[src/rtl/sa_row_reduce.sv]
// Row-wise argmax reducer for the attention output stream.
// Each frame of in_valid-high cycles is cut into NCOL-wide rows; every completed row
// produces {row index, signed max, column of max} into a small result FIFO.
module sa_row_reduce #(
   parameter int unsigned FIFO_DEPTH = 4,
   parameter int unsigned NCOL       = 8
) (
   input  logic        clk,
   input  logic        rst_n,
   input  logic        in_valid,
   input  logic [63:0] in_data,
   input  logic        out_ready,
   output logic        out_valid,
   output logic [63:0] out_max,
   output logic [2:0]  out_arg,
   output logic [2:0]  out_row,
   output logic        frame_done,
   output logic [3:0]  frame_rows,
   output logic        ovf,
   output logic        err
);

   localparam int unsigned AW      = (FIFO_DEPTH > 1) ? $clog2(FIFO_DEPTH) : 1;
   localparam logic [2:0]  LastCol = 3'(NCOL - 1);
   localparam logic [AW:0] CntFull = (AW + 1)'(FIFO_DEPTH);
   localparam logic [AW:0] CntOne  = (AW + 1)'(1);

   typedef enum logic [1:0] {StIdle, StAccum, StDone} state_e;

   state_e             state_q, state_d;
   logic [2:0]         col_q, col_d;
   logic [2:0]         row_q, row_d;
   logic [3:0]         nrows_q, nrows_d;
   logic signed [63:0] max_q, max_d;
   logic [2:0]         arg_q, arg_d;
   logic               ovf_q, ovf_d;
   logic               err_q, err_d;

   logic [63:0]        mem_max [FIFO_DEPTH];
   logic [2:0]         mem_arg [FIFO_DEPTH];
   logic [2:0]         mem_row [FIFO_DEPTH];
   logic [AW-1:0]      wptr_q, wptr_d;
   logic [AW-1:0]      rptr_q, rptr_d;
   logic [AW:0]        cnt_q, cnt_d;

   logic               frame_start, frame_end, row_last;
   logic [2:0]         col_cur, row_cur;
   logic [3:0]         nrows_cur;
   logic signed [63:0] cand_max;
   logic [2:0]         cand_arg;
   logic               full, push, pop;

   // Frame sequencing: ACCUM while data flows, one DONE cycle after the run ends.
   always_comb begin
      state_d = state_q;
      unique case (state_q)
         StIdle, StDone: state_d = in_valid ? StAccum : StIdle;
         StAccum:        state_d = in_valid ? StAccum : StDone;
         default:        state_d = StIdle;
      endcase
   end

   // Row accumulation, row counting, FIFO bookkeeping and sticky flags.
   always_comb begin
      // A value arriving outside ACCUM opens a new frame, so counters restart with it.
      frame_start = in_valid && (state_q != StAccum);
      frame_end   = !in_valid && (state_q == StAccum);
      col_cur     = frame_start ? 3'd0 : col_q;
      row_cur     = frame_start ? 3'd0 : row_q;
      nrows_cur   = frame_start ? 4'd0 : nrows_q;
      row_last    = in_valid && (col_cur == LastCol);

      // Strict compare so ties keep the earliest column.
      cand_max = max_q;
      cand_arg = arg_q;
      if (col_cur == 3'd0) begin
         cand_max = $signed(in_data);
         cand_arg = 3'd0;
      end else if ($signed(in_data) > max_q) begin
         cand_max = $signed(in_data);
         cand_arg = col_cur;
      end

      col_d   = col_q;
      row_d   = row_q;
      nrows_d = nrows_q;
      max_d   = max_q;
      arg_d   = arg_q;
      ovf_d   = ovf_q;
      err_d   = err_q;

      if (in_valid) begin
         max_d = cand_max;
         arg_d = cand_arg;
         col_d = row_last ? 3'd0 : col_cur + 3'd1;
         if (row_last) begin
            row_d   = row_cur + 3'd1;
            nrows_d = (nrows_cur == 4'd8) ? 4'd8 : nrows_cur + 4'd1;
         end else begin
            row_d   = row_cur;
            nrows_d = nrows_cur;
         end
      end else if (frame_end) begin
         // Partial row is simply forgotten; completed-row count is left for DONE.
         col_d = 3'd0;
         if (col_q != 3'd0) begin
            err_d = 1'b1;
         end
      end

      // A pop in the same cycle frees the slot, so a full FIFO can still accept.
      full = (cnt_q == CntFull);
      pop  = out_valid && out_ready;
      push = row_last && (!full || pop);
      if (row_last && full && !pop) begin
         ovf_d = 1'b1;
      end

      wptr_d = push ? wptr_q + 1'b1 : wptr_q;
      rptr_d = pop ? rptr_q + 1'b1 : rptr_q;
      cnt_d  = cnt_q;
      if (push && !pop) begin
         cnt_d = cnt_q + CntOne;
      end else if (pop && !push) begin
         cnt_d = cnt_q - CntOne;
      end
   end

   // State and counter registers with synchronous reset.
   always_ff @(posedge clk) begin
      if (!rst_n) begin
         state_q <= StIdle;
         col_q   <= 3'd0;
         row_q   <= 3'd0;
         nrows_q <= 4'd0;
         max_q   <= '0;
         arg_q   <= 3'd0;
         ovf_q   <= 1'b0;
         err_q   <= 1'b0;
         wptr_q  <= '0;
         rptr_q  <= '0;
         cnt_q   <= '0;
      end else begin
         state_q <= state_d;
         col_q   <= col_d;
         row_q   <= row_d;
         nrows_q <= nrows_d;
         max_q   <= max_d;
         arg_q   <= arg_d;
         ovf_q   <= ovf_d;
         err_q   <= err_d;
         wptr_q  <= wptr_d;
         rptr_q  <= rptr_d;
         cnt_q   <= cnt_d;
      end
   end

   // Result storage; contents need no reset because pointers and count do.
   always_ff @(posedge clk) begin
      if (push) begin
         mem_max[wptr_q] <= cand_max;
         mem_arg[wptr_q] <= cand_arg;
         mem_row[wptr_q] <= row_cur;
      end
   end

   // Head entry is zeroed when empty so outputs read 0 after reset.
   always_comb begin
      out_valid  = (cnt_q != '0);
      out_max    = out_valid ? mem_max[rptr_q] : 64'd0;
      out_arg    = out_valid ? mem_arg[rptr_q] : 3'd0;
      out_row    = out_valid ? mem_row[rptr_q] : 3'd0;
      frame_done = (state_q == StDone);
      frame_rows = frame_done ? nrows_q : 4'd0;
      ovf        = ovf_q;
      err        = err_q;
   end

endmodule

[config.mk]
export PLATFORM = sky130hd
export DESIGN_NAME = sa_row_reduce
export DESIGN_NICKNAME = d
export VERILOG_FILES = /design/src/rtl/sa_row_reduce.sv
export SDC_FILE = /design/constraint.sdc
export NUM_CORES = 1
export LEC_CHECK = 0
export CORE_ASPECT_RATIO = 1.4
export CORE_MARGIN = 1.5
export CORE_UTILIZATION = 40
export CTS_BUF_LIST = sky130_fd_sc_hd__clkbuf_16
export CTS_CLUSTER_SIZE = 20
export DETAILED_ROUTE_END_ITERATION = 10
export REMOVE_ABC_BUFFERS = 1
export SYNTH_ARGS = -nofsm -noshare
export SYNTH_HDL_FRONTEND = slang
export SYNTH_SLANG_ARGS = --single-unit
[constraint.sdc]
create_clock -name clk -period 4.6 [get_ports clk]
set_clock_uncertainty 0.05 [all_clocks]
set_input_delay 1.38 -clock clk [delete_from_list [all_inputs] [get_ports clk]]
set_output_delay 1.38 -clock clk [all_outputs]
set_load 0.02 [all_outputs]
==> qor.yml, run 1 <==
status:
  status: "finished clean"
sta:
  rsz0062_at_grt: "no"
  fin_crit_ps: 4373
  worst_slew_pin_slew_ps: 806.3
  worst_slack_ps: 226.6
  setup_tns_ps: 0
  min_period_over_period: 0.9507
  drv_slew: 0
  holdWs_ps: 416.6
  finalHoldViolCount: 0
  slew_headroom: 0.4625
  finalSetupViolations: 0
  fmax_mhz: 228.7
detailed_routing:
  drt-wirelength-per-cell_um: 19.33
  vias: 9982
  drt_iter0_markers: 548
  wl_um: 38030
  drcViolationCount: 0
  vias_per_cell: 5.075
  ant_nets: 0
  drtPass1Iterations: 5
power_and_ir_drop:
  leakagePower_uw: 0.007394
  p_sw_uw: 2365
  p_per_area_nw_per_um2: 419.5
  peakVddDrop_mv: 0.3007
  power.share.clock: 0.330
  p_comb_frac: 0.236
  switching_share: 0.2726
  power_frac_seq: 0.434
  intPower_uw: 6312
global_routing:
  gr-total-overflow: 0
  grt_max_degree: 73
  grt_pass1_wl_um: 58530
  grt_util_all_layers: 0.1783
  grt_pass1_vias: 10310
  grt_antenna_before_repair: 2
setup_path:
  critPathArrivalTime_ps: 4590
  path_class: "in -> reg"
  crit_path_start_kind: "primary input"
  r2r_slack_ps: 1210
  reg2regPathDepth: 13
  critPathRequiredTime_ps: 4820
  end_kind: "register"
  cp_max_fo: 13
clock_tree:
  clk_latency_ps: 530
  clock_path_buffers: 3
  clk_pin_slew_worst_paths_ps: 60
  cts_inserted_buffers: 36
  cts_root_buffer: "clkbuf_16"
  ctsHoldBuffers: 0
  tritoncts: "built"
  clkSinkCount: 370
  cts_max_level: 2
  post_cts_buffers: 0
finish:
  design_area_sq_um: 20680
  post-route-util: 0.4996
  fill_cells: 3584
  drive_gt1_frac: 0.1858
  syn2layout_area_growth_pct: 22.75
  final_nets: 1542
synthesis:
  synth_edf_count: 280
  syn_area_sq_um: 16850
  synth-seq-area-share: 0.6059
  ys_ff_latch: 370
  synth_area_per_cell_sq_um: 14.15
  ys.warnings.count: 0
  yosysUniqueCellTypes: 51
  syn_inst: 1191
  synthFlopType: "edfxtp_1"
  ys_async_sr_fraction: 0
floorplanning:
  die-width_um: 176.5
  dieArea_sq_um: 43390
  core_sq_um: 41400
  num_rows: 88
  dieHeight_um: 245.9
  io_pins: 146
  start_util: 0.4070
worst_hold_path:
  hold_path_depth: 2
  hp-class: "reg -> reg"
placement:
  dp_hpwl_um: 24670
  place_area_sq_um: 19530
  io_buffers: 145
  routabilityCongestion: 0.7467
  dpl_worst_slack_ps: -560.3
run:
  maxCapViolCount: 0
==> state kept, by name (all words and copies together) (netlist names), named ones only <==
name	count
mem_max	256
max_q	64
mem_arg	12
mem_row	12
nrows_q	4
arg_q	3
cnt_q	3
col_q	3
row_q	3
rptr_q	2
state_q	2
wptr_q	2
err	1
ovf	1
==> layout by cell type, fill, tap and decap left out, types with 15 or more instances in the layout <==
| cell | instances |
|---|---|
| o21ai_0 | 16 |
| nand2_1 | 164 |
| edfxtp_1 | 280 |
| mux2i_1 | 66 |
| nor2_1 | 20 |
| ha_1 | 75 |
| mux4_2 | 70 |
| buf_12 | 18 |
| mux2_2 | 49 |
| dfxtp_1 | 88 |
| clkbuf_16 | 37 |
| a21oi_1 | 35 |
| and2_1 | 79 |
| nand4_1 | 15 |
| buf_4 | 66 |
| mux2_1 | 15 |
| inv_1 | 89 |
| clkdlybuf4s50_1 | 144 |
==> cells in the mapped netlist (all sizes together) (2+ instances only) <==
master     n  share of area
and2      83          0.031
mux2i     66          0.039
a21oi     35          0.010
nor2b      3         0.0011
edfxtp   280           0.50
or3        3         0.0011
xnor2      2         0.0010
xor2       5         0.0026
ha        75          0.056
nor3       8         0.0033
nand4     15         0.0056
mux2      64          0.043
nor4       6         0.0026
a22oi      4         0.0018
nand2    164          0.037
a221o      2         0.0012
a21o       7         0.0031
nand4b     2         0.0010
dfxtp     90           0.11
o211a      2         0.0016
o31ai      2        0.00089
o21ai     17         0.0050
o2bb2ai    2         0.0010
clkbuf    37         0.0082
buf       22          0.010
mux4      70          0.094
a221oi     2         0.0010
nand3     12         0.0036
a211oi     3         0.0013
nor2      20         0.0045
inv       77          0.017
==> worst max-delay path, stage by stage <==
cell,delay [ps]
clkdlybuf4s50_1,480
ha_1,350
nand4_1,130
buf_4,170
nor4_2,480
buf_4,200
nand2_1,60
o22ai_2,270
nor3_2,110
nor3_4,190
buf_4,210
buf_12,170
mux2_2,380
==> final timing paths <==
kind,from,endpoint
worst max-delay path,in_data[46],mem_max[1][5]
worst min-delay path,arg_q[0],arg_q[0]
worst max register to register,max_q[43],mem_max[1][5]
worst min register to register,arg_q[0],arg_q[0]
==> power groups by stage <==
| stage | Sequential [uW] | Clock, uW | Combinational (uW) |
|---|---|---|---|
| after floorplan | 3860 | 0 | 1100 |
| after global placement | 3840 | 0 | 2060 |
| after detailed placement | 3840 | 0 | 2080 |
| after CTS | 3770 | 2930 | 2090 |
| after global routing | 3780 | 3040 | 2210 |
| final | 3760 | 2870 | 2050 |
==> cells by family after synthesis <==
group | count (synthesis) | synth area share
AO/OA/AOI/OAI | 82 | 0.03044
flip-flops | 370 | 0.6059
buffers and inverters | 136 | 0.03571
adder cells (fa/ha/maj) | 76 | 0.05688
XOR/XNOR | 7 | 0.003638
AND/OR/NAND/NOR | 320 | 0.09192
multiplexers | 200 | 0.1755
==> final cells by class <==
type | count | area, sq um | share of cell area
Multi-Input combinational cell | 685 | 6070 | 0.2934
Inverter | 77 | 289.0 | 0.01397
Tap cell | 540 | 675.6 | 0.03266
Antenna cell | 1 | 2.502 | 0.0001210
Clock buffer | 37 | 925.9 | 0.04476
Sequential cell | 370 | 10220 | 0.4940
Timing Repair Buffer | 228 | 2297 | 0.1111
Clock inverter | 29 | 207.7 | 0.01004
==> stage by stage <==
stage | instances | power, uW
finish | 1967 | 8677
global placement | 1900 | 5897
global route | 1966 | 9032
detailed placement | 1900 | 5918
floorplan | 1132 | 4956
CTS | 1966 | 8785
==> metal layers <==
layer | up-vias | share of wire | global-route usage | wire [um]
met1 | 4961 | 0.42 | 0.2218 | 16070
met5 | - | 0.00058 | 0 | 22
met2 | 164 | 0.52 | 0.3167 | 19610
li1 | 4791 | - | - | -
met3 | 62 | 0.033 | 0.02319 | 1257
met4 | 4 | 0.028 | 0.06281 | 1065
==> repair_timing <==
action	in CTS	in global routing
setup endpoints to repair	72	220
gates cloned	0	0
resized for setup	1	2
Power figures use the tool's default switching activity.
==> run 2: changes to the inputs <==
--- a/config.mk
+++ b/config.mk
@@ -11,6 +11,7 @@
 export CTS_BUF_LIST = sky130_fd_sc_hd__clkbuf_16
 export CTS_CLUSTER_SIZE = 20
 export DETAILED_ROUTE_END_ITERATION = 10
+export GPL_TIMING_DRIVEN = 0
 export REMOVE_ABC_BUFFERS = 1
 export SYNTH_ARGS = -nofsm -noshare
 export SYNTH_HDL_FRONTEND = slang
==> qor.yml, run 2 (synthesis gave the netlist of run 1 again) <==
status:
  status: "finished clean"  # unchanged
clock_tree:
  clock_path_buffers: 3  # unchanged
  tritoncts: "built"  # unchanged
  clkSinkCount: 370  # unchanged
  cts_root_buffer: "clkbuf_16"  # unchanged
  cts_inserted_buffers: 37  # was 36
  clk_latency_ps: 530  # about the same
  ctsHoldBuffers: 0  # unchanged
  clk_pin_slew_worst_paths_ps: 60  # about the same
  cts_max_level: 2  # unchanged
placement:
  dp_hpwl_um: 22740  # was 24670 um
  routabilityCongestion: 0.7425  # was 0.7467
  io_buffers: 145  # unchanged
detailed_routing:
  vias_per_cell: 5.129  # was 5.075
  drcViolationCount: 0  # unchanged
  drtPass1Iterations: 6  # was 5
  drt-wirelength-per-cell_um: 19.54  # was 19.33 um
  drt_iter0_markers: 555  # was 548
  vias: 9816  # was 9982
  ant_nets: 0  # unchanged
  wl_um: 37410  # was 38030 um
sta:
  finalSetupViolations: 0  # unchanged
  min_period_over_period: 0.9742  # was 0.9507
  drv_slew: 0  # unchanged
  worst_slew_pin_slew_ps: 889.2  # was 806.3 ps
  fmax_mhz: 223.1  # was 228.7 MHz
  fin_crit_ps: 4481  # was 4373 ps
  holdWs_ps: 410.3  # was 416.6 ps
  slew_headroom: 0.4072  # was 0.4625
  finalHoldViolCount: 0  # unchanged
floorplanning:
  core_sq_um: 41400  # unchanged
  start_util: 0.4070  # unchanged
  dieArea_sq_um: 43390  # unchanged
  num_rows: 88  # unchanged
  dieHeight_um: 245.9  # unchanged
  io_pins: 146  # unchanged
  die-width_um: 176.5  # unchanged
finish:
  drive_gt1_frac: 0.1582  # was 0.1858
  fill_cells: 3635  # was 3584
  largest_reg_flops: 256  # unchanged
  final_common_cell: "edfxtp_1"  # unchanged
  post-route-util: 0.4925  # was 0.4996
  layout_common_cells: "edfxtp_1, nand2_1, clkdlybuf4s50_1, inv_1, dfxtp_1"  # unchanged
  reg_top3: "mem_max x256, max_q x64"  # unchanged
  top_register: "mem_max"  # unchanged
  syn2layout_area_growth_pct: 21.00  # was 22.75%
  final_nets: 1487  # was 1542
setup_path:
  cp_max_fo: 17  # was 13
  path_class: "in -> reg"  # unchanged
  max_stage_delay_ps: 450  # was 480 ps
  crit_chain: "clkdlybuf4s50_1 -> ha_1 -> nand4_1 -> buf_4 -> nor4_4 -> nand2_1 -> o22ai_2 -> nor3_2 -> nor3_4 -> buf_4 -> buf_16 -> mux2_1"  # was clkdlybuf4s50_1 -> ha_1 -> nand4_1 -> buf_4 -> nor4_2 -> buf_4 -> nand2_1 -> o22ai_2 -> nor3_2 -> nor3_4 -> buf_4 -> buf_12 -> mux2_2
  critPathRequiredTime_ps: 4810  # was 4820 ps
  critPathArrivalTime_ps: 4690  # was 4590 ps
  crit_top_cell: "buf_4"  # unchanged
  path_delay_family: "buffers and inverters"  # unchanged
  crit_path_start_kind: "primary input"  # unchanged
  path_buf_inv: 4  # was 5
  slowest_stage: "clkdlybuf4s50_1"  # unchanged
  end_kind: "register"  # unchanged
global_routing:
  grt_pass1_wl_um: 57820  # was 58530 um
  use_met3: 0.02458  # was 0.02319
  gr-max-usage-layer: "met2"  # unchanged
  grt_util_all_layers: 0.1766  # was 0.1783
  grt_pass1_vias: 10160  # was 10310
  met2_usage: 0.3189  # was 0.3167
  grt_antenna_before_repair: 3  # was 2
  gr-total-overflow: 0  # unchanged
  use_met1: 0.2145  # was 0.2218
  grt_max_degree: 87  # was 73
power_and_ir_drop:
  peakVddDrop_mv: 0.5532  # was 0.3007 mV
  p_sw_uw: 2347  # was 2365 uW
  p_per_area_nw_per_um2: 424.7  # was 419.5 nW/um^2
  switching_share: 0.2710  # was 0.2726
  power.share.clock: 0.338  # was 0.330
  power_frac_seq: 0.434  # about the same
  leakagePower_uw: 0.007204  # was 0.007394 uW
  p_comb_frac: 0.228  # was 0.236
  intPower_uw: 6312  # about the same
worst_hold_path:
  hp-class: "reg -> reg"  # unchanged
run:
  maxCapViolCount: 0  # unchanged
run 2: cell types whose count changed in the layout (fill, tap and decap cells not counted), moves of 2 or more:
| cell | previous run | this run |
|---|---|---|
| buf_4 | 66 | 11 |
| clkinv_2 | 2 | 4 |
| and2_2 | 0 | 3 |
| buf_16 | 0 | 9 |
| nor4_4 | 0 | 2 |
| clkbuf_16 | 37 | 40 |
| clkinvlp_4 | 2 | 0 |
| buf_12 | 18 | 6 |
| nor4_1 | 4 | 2 |
run 2: cell type report:
cell class / instances / area [sq um] / area share
flip-flops and latches: 370 / 10220 / 0.5011
clock inverters: 28 / 172.7 / 0.008468
multi-input cells: 687 / 6137 / 0.3010
well taps: 540 / 675.6 / 0.03314
clock buffers: 40 / 1001 / 0.04909
diodes: 2 / 5.005 / 0.0002455
inverters: 77 / 289.0 / 0.01418
repair buffers: 170 / 1892 / 0.09278
run 2: power groups by stage:
stage / Sequential (uW) / Clock (uW) / Combinational, uW
finish: 3760 / 2920 / 1980
global route: 3770 / 3120 / 2140
CTS: 3760 / 3010 / 2020
detailed placement: 3860 / 0 / 1960
global placement: 3960 / 0 / 2840
floorplan: 3860 / 0 / 1100
run 2: stage by stage:
step / setup WS [ps] / cells / power, uW / setup TNS [ps] / cell area [sq um]
after floorplan: -1230 / 1132 / 4956 / -362020 / 16540
after global placement: -3791 / 1817 / 6798 / -2175740 / 18670
after detailed placement: -1216 / 1831 / 5813 / -496330 / 19030
after CTS: 0.5738 / 1905 / 8786 / 0 / 20330
after global routing: -17.21 / 1914 / 9031 / -256.8 / 20390
final: 118.6 / 1914 / 8659 / 0 / 20390
run 2: repair_timing:
item                                    4_1_cts  5_1_grt
endpoints found under the setup margin      402      456
setup buffers                                 4        7
cloned                                        2        0
gates resized for setup                      10        2
pin swaps                                     3        5
run 2: per-layer routing:
metal  share of wire  up-vias  routed length (um)
met4           0.027        2                1011
met2            0.52      166               19440
li1                -     4691                   -
met1            0.42     4903               15750
met5         0.00029        -                  11
met3           0.032       54                1200
run 2: worst register-to-register path, cell delays in order, from the launching register on:
cell and delay, ps:
dfxtp_1 350, inv_1 50, ha_1 410, nand4_1 270, buf_4 240, nor4_4 350, nand2_1 130, o22ai_2 370
nor3_2 150, nor3_4 140, buf_4 190, buf_16 170, mux2_1 410
run 2: final timing paths:
check | start | to | slack (ps) | depth (start not counted)
max | in_data[63] | mem_max[0][20] | 120 | 12
min | arg_q[1] | arg_q[1] | 410 | 2
min reg2reg | arg_q[1] | arg_q[1] | 410 | 2
max reg2reg | max_q[63] | mem_max[0][20] | 1050 | 12
==> run 3: changes to the inputs <==
--- a/config.mk
+++ b/config.mk
@@ -12,6 +12,7 @@
 export CTS_CLUSTER_SIZE = 20
 export DETAILED_ROUTE_END_ITERATION = 10
 export GPL_TIMING_DRIVEN = 0
+export PLACE_DENSITY = 0.57
 export REMOVE_ABC_BUFFERS = 1
 export SYNTH_ARGS = -nofsm -noshare
 export SYNTH_HDL_FRONTEND = slang
==> qor.yml, run 3 (synthesis gave the netlist of run 1 again) <==
sta:
  min_period_over_period: 0.9756  # was 0.9742
  finalHoldViolCount: 0  # unchanged
  fmax_mhz: 222.8  # was 223.1 MHz
  worst_slew_pin_slew_ps: 848.2  # was 889.2 ps
  drv_slew: 0  # unchanged
  fin_crit_ps: 4488  # was 4481 ps
  slew_headroom: 0.4345  # was 0.4072
  finalSetupViolations: 0  # unchanged
  setup_tns_ps: 0  # unchanged
finish:
  post-route-util: 0.4963  # was 0.4925
  final_nets: 1489  # was 1487
  reg_top3: "mem_max x256, max_q x64"  # unchanged
  layout_common_cells: "edfxtp_1, nand2_1, clkdlybuf4s50_1, dfxtp_1, inv_1"  # was edfxtp_1, nand2_1, clkdlybuf4s50_1, inv_1, dfxtp_1
  final_common_cell: "edfxtp_1"  # unchanged
  fill_cells: 3659  # was 3635
  largest_reg_flops: 256  # unchanged
  top_register: "mem_max"  # unchanged
  drive_gt1_frac: 0.1636  # was 0.1582
  syn2layout_area_growth_pct: 21.92  # was 21.00%
floorplanning:
  start_util: 0.4070  # unchanged
  io_pins: 146  # unchanged
  core_sq_um: 41400  # unchanged
  dieHeight_um: 245.9  # unchanged
  die-width_um: 176.5  # unchanged
  dieArea_sq_um: 43390  # unchanged
  num_rows: 88  # unchanged
setup_path:
  crit_top_cell: "nand4_1"  # was buf_4
  crit_path_start_kind: "primary input"  # unchanged
  cp-startpoint: "in_data[63]"  # unchanged
  slowest_stage: "clkdlybuf4s50_1"  # unchanged
  end_kind: "register"  # unchanged
  critPathRequiredTime_ps: 4810  # about the same
  critPathArrivalTime_ps: 4700  # was 4690 ps
  path_class: "in -> reg"  # unchanged
  max_stage_delay_ps: 480  # was 450 ps
  crit_chain: "clkdlybuf4s50_1 -> ha_4 -> nand4_1 -> nor4_4 -> and3_4 -> nand4_1 -> o211a_4 -> nor3_4 -> clkbuf_16 -> buf_16 -> buf_8 -> mux2_2"  # was clkdlybuf4s50_1 -> ha_1 -> nand4_1 -> buf_4 -> nor4_4 -> nand2_1 -> o22ai_2 -> nor3_2 -> nor3_4 -> buf_4 -> buf_16 -> mux2_1
  r2r-start: "max_q[46]"  # was max_q[63]
  cp_max_fo: 12  # was 17
detailed_routing:
  drt-wirelength-per-cell_um: 19.03  # was 19.54 um
  drtPass1Iterations: 5  # was 6
  ant_nets: 0  # unchanged
  vias: 9756  # was 9816
  vias_per_cell: 5.089  # was 5.129
  drt_iter0_markers: 544  # was 555
  wl_um: 36470  # was 37410 um
  drcViolationCount: 0  # unchanged
power_and_ir_drop:
  leakagePower_uw: 0.007254  # was 0.007204 uW
  peakVddDrop_mv: 0.6734  # was 0.5532 mV
  p_per_area_nw_per_um2: 425.7  # was 424.7 nW/um^2
clock_tree:
  cts_inserted_buffers: 38  # was 37
  tritoncts: "built"  # unchanged
  cts_max_level: 2  # unchanged
  clk_latency_ps: 530  # about the same
  clk_pin_slew_worst_paths_ps: 60  # about the same
  ctsHoldBuffers: 0  # unchanged
  cts_root_buffer: "clkbuf_16"  # unchanged
  clock_path_buffers: 3  # unchanged
  clkSinkCount: 370  # unchanged
global_routing:
  gr-total-overflow: 0  # unchanged
  grt_max_degree: 79  # was 87
  grt_antenna_before_repair: 1  # was 3
  grt_pass1_vias: 10170  # was 10160
  grt_util_all_layers: 0.1722  # was 0.1766
  grt_pass1_wl_um: 56890  # was 57820 um
status:
  status: "finished clean"  # unchanged
placement:
  dp_hpwl_um: 22890  # was 22740 um
  io_buffers: 145  # unchanged
  routabilityCongestion: 0.7204  # was 0.7425
run:
  maxCapViolCount: 0  # unchanged
worst_hold_path:
  hp-class: "reg -> reg"  # unchanged
  hold_start: "err"  # was arg_q[1]
## run 3: cell count changes in the layout (fill, tap and decap cells not counted), moves of 3 or more
cell and delta:
clkinv_1 +3, clkinv_2 +3, buf_12 -3, inv_1 -3
## run 3: area by class of cell
cell class,instances,area [sq um],area share
Antenna cell,2,5.005,0.0002436
Tap cell,540,675.6,0.03289
Multi-Input combinational cell,685,6190,0.3013
Inverter,77,289.0,0.01407
Sequential cell,370,10220,0.4973
Clock buffer,41,1026,0.04994
Timing Repair Buffer,173,1946,0.09470
Clock inverter,29,196.4,0.009561
## run 3: what timing repair did
item                                    CTS  global route
endpoints found under the hold margin     0             0
buffers inserted                          6             6
resized for setup                        11            14
endpoints found under the setup margin  447           350
pin swaps                                 6            12
## run 3: worst paths after layout
| path | to | slack [ps] | depth (start not counted) |
|---|---|---|---|
| worst min-delay path | err | 410 | 2 |
| worst max-delay path | mem_max[0][15] | 110 | 12 |
| worst max register to register | mem_max[0][15] | 1050 | 13 |
| worst min register to register | err | 410 | 2 |
## run 3: stage by stage
stage               cell area (sq um)  cells  hold slack (ps)  power [uW]  worst slack, ps
floorplan                       16540   1132            388.4        4956            -1230
global placement                18670   1817            399.0        6720            -3827
detailed placement              19090   1833            386.6        5826            -1433
CTS                             20430   1909            402.7        8876            2.426
global route                    20540   1916            413.4        9144           -28.52
finish                          20540   1917            406.8        8747            112.3
## run 3: worst max-delay path: cells and delay by family
kind | cells | cell delay (ps)
AO/OA/AOI/OAI | 1 | 250
AND/OR/NAND/NOR | 5 | 1340
adder cells (fa/ha/maj) | 1 | 360
buffers and inverters | 4 | 960
multiplexers | 1 | 390
## run 3: where the power goes
| part | internal (uW) | total (uW) | switching [uW] | leakage, uW |
|---|---|---|---|---|
| registers | 3680 | 3730 | 51.3 | 0.00329 |
| clock network | 1770 | 3000 | 1240 | 0.000639 |
| logic | 968 | 2010 | 1040 | 0.00333 |
| total | 6420 | 8750 | 2330 | 0.00725 |
## run 3: metal layers
| layer | global-route usage | part of all wire | up-vias |
|---|---|---|---|
| li1 | - | - | 4700 |
| met4 | 0.04761 | 0.017 | 0 |
| met2 | 0.3116 | 0.52 | 149 |
| met1 | 0.2120 | 0.43 | 4866 |
| met3 | 0.02597 | 0.035 | 41 |
| met5 | 0 | 0 | - |
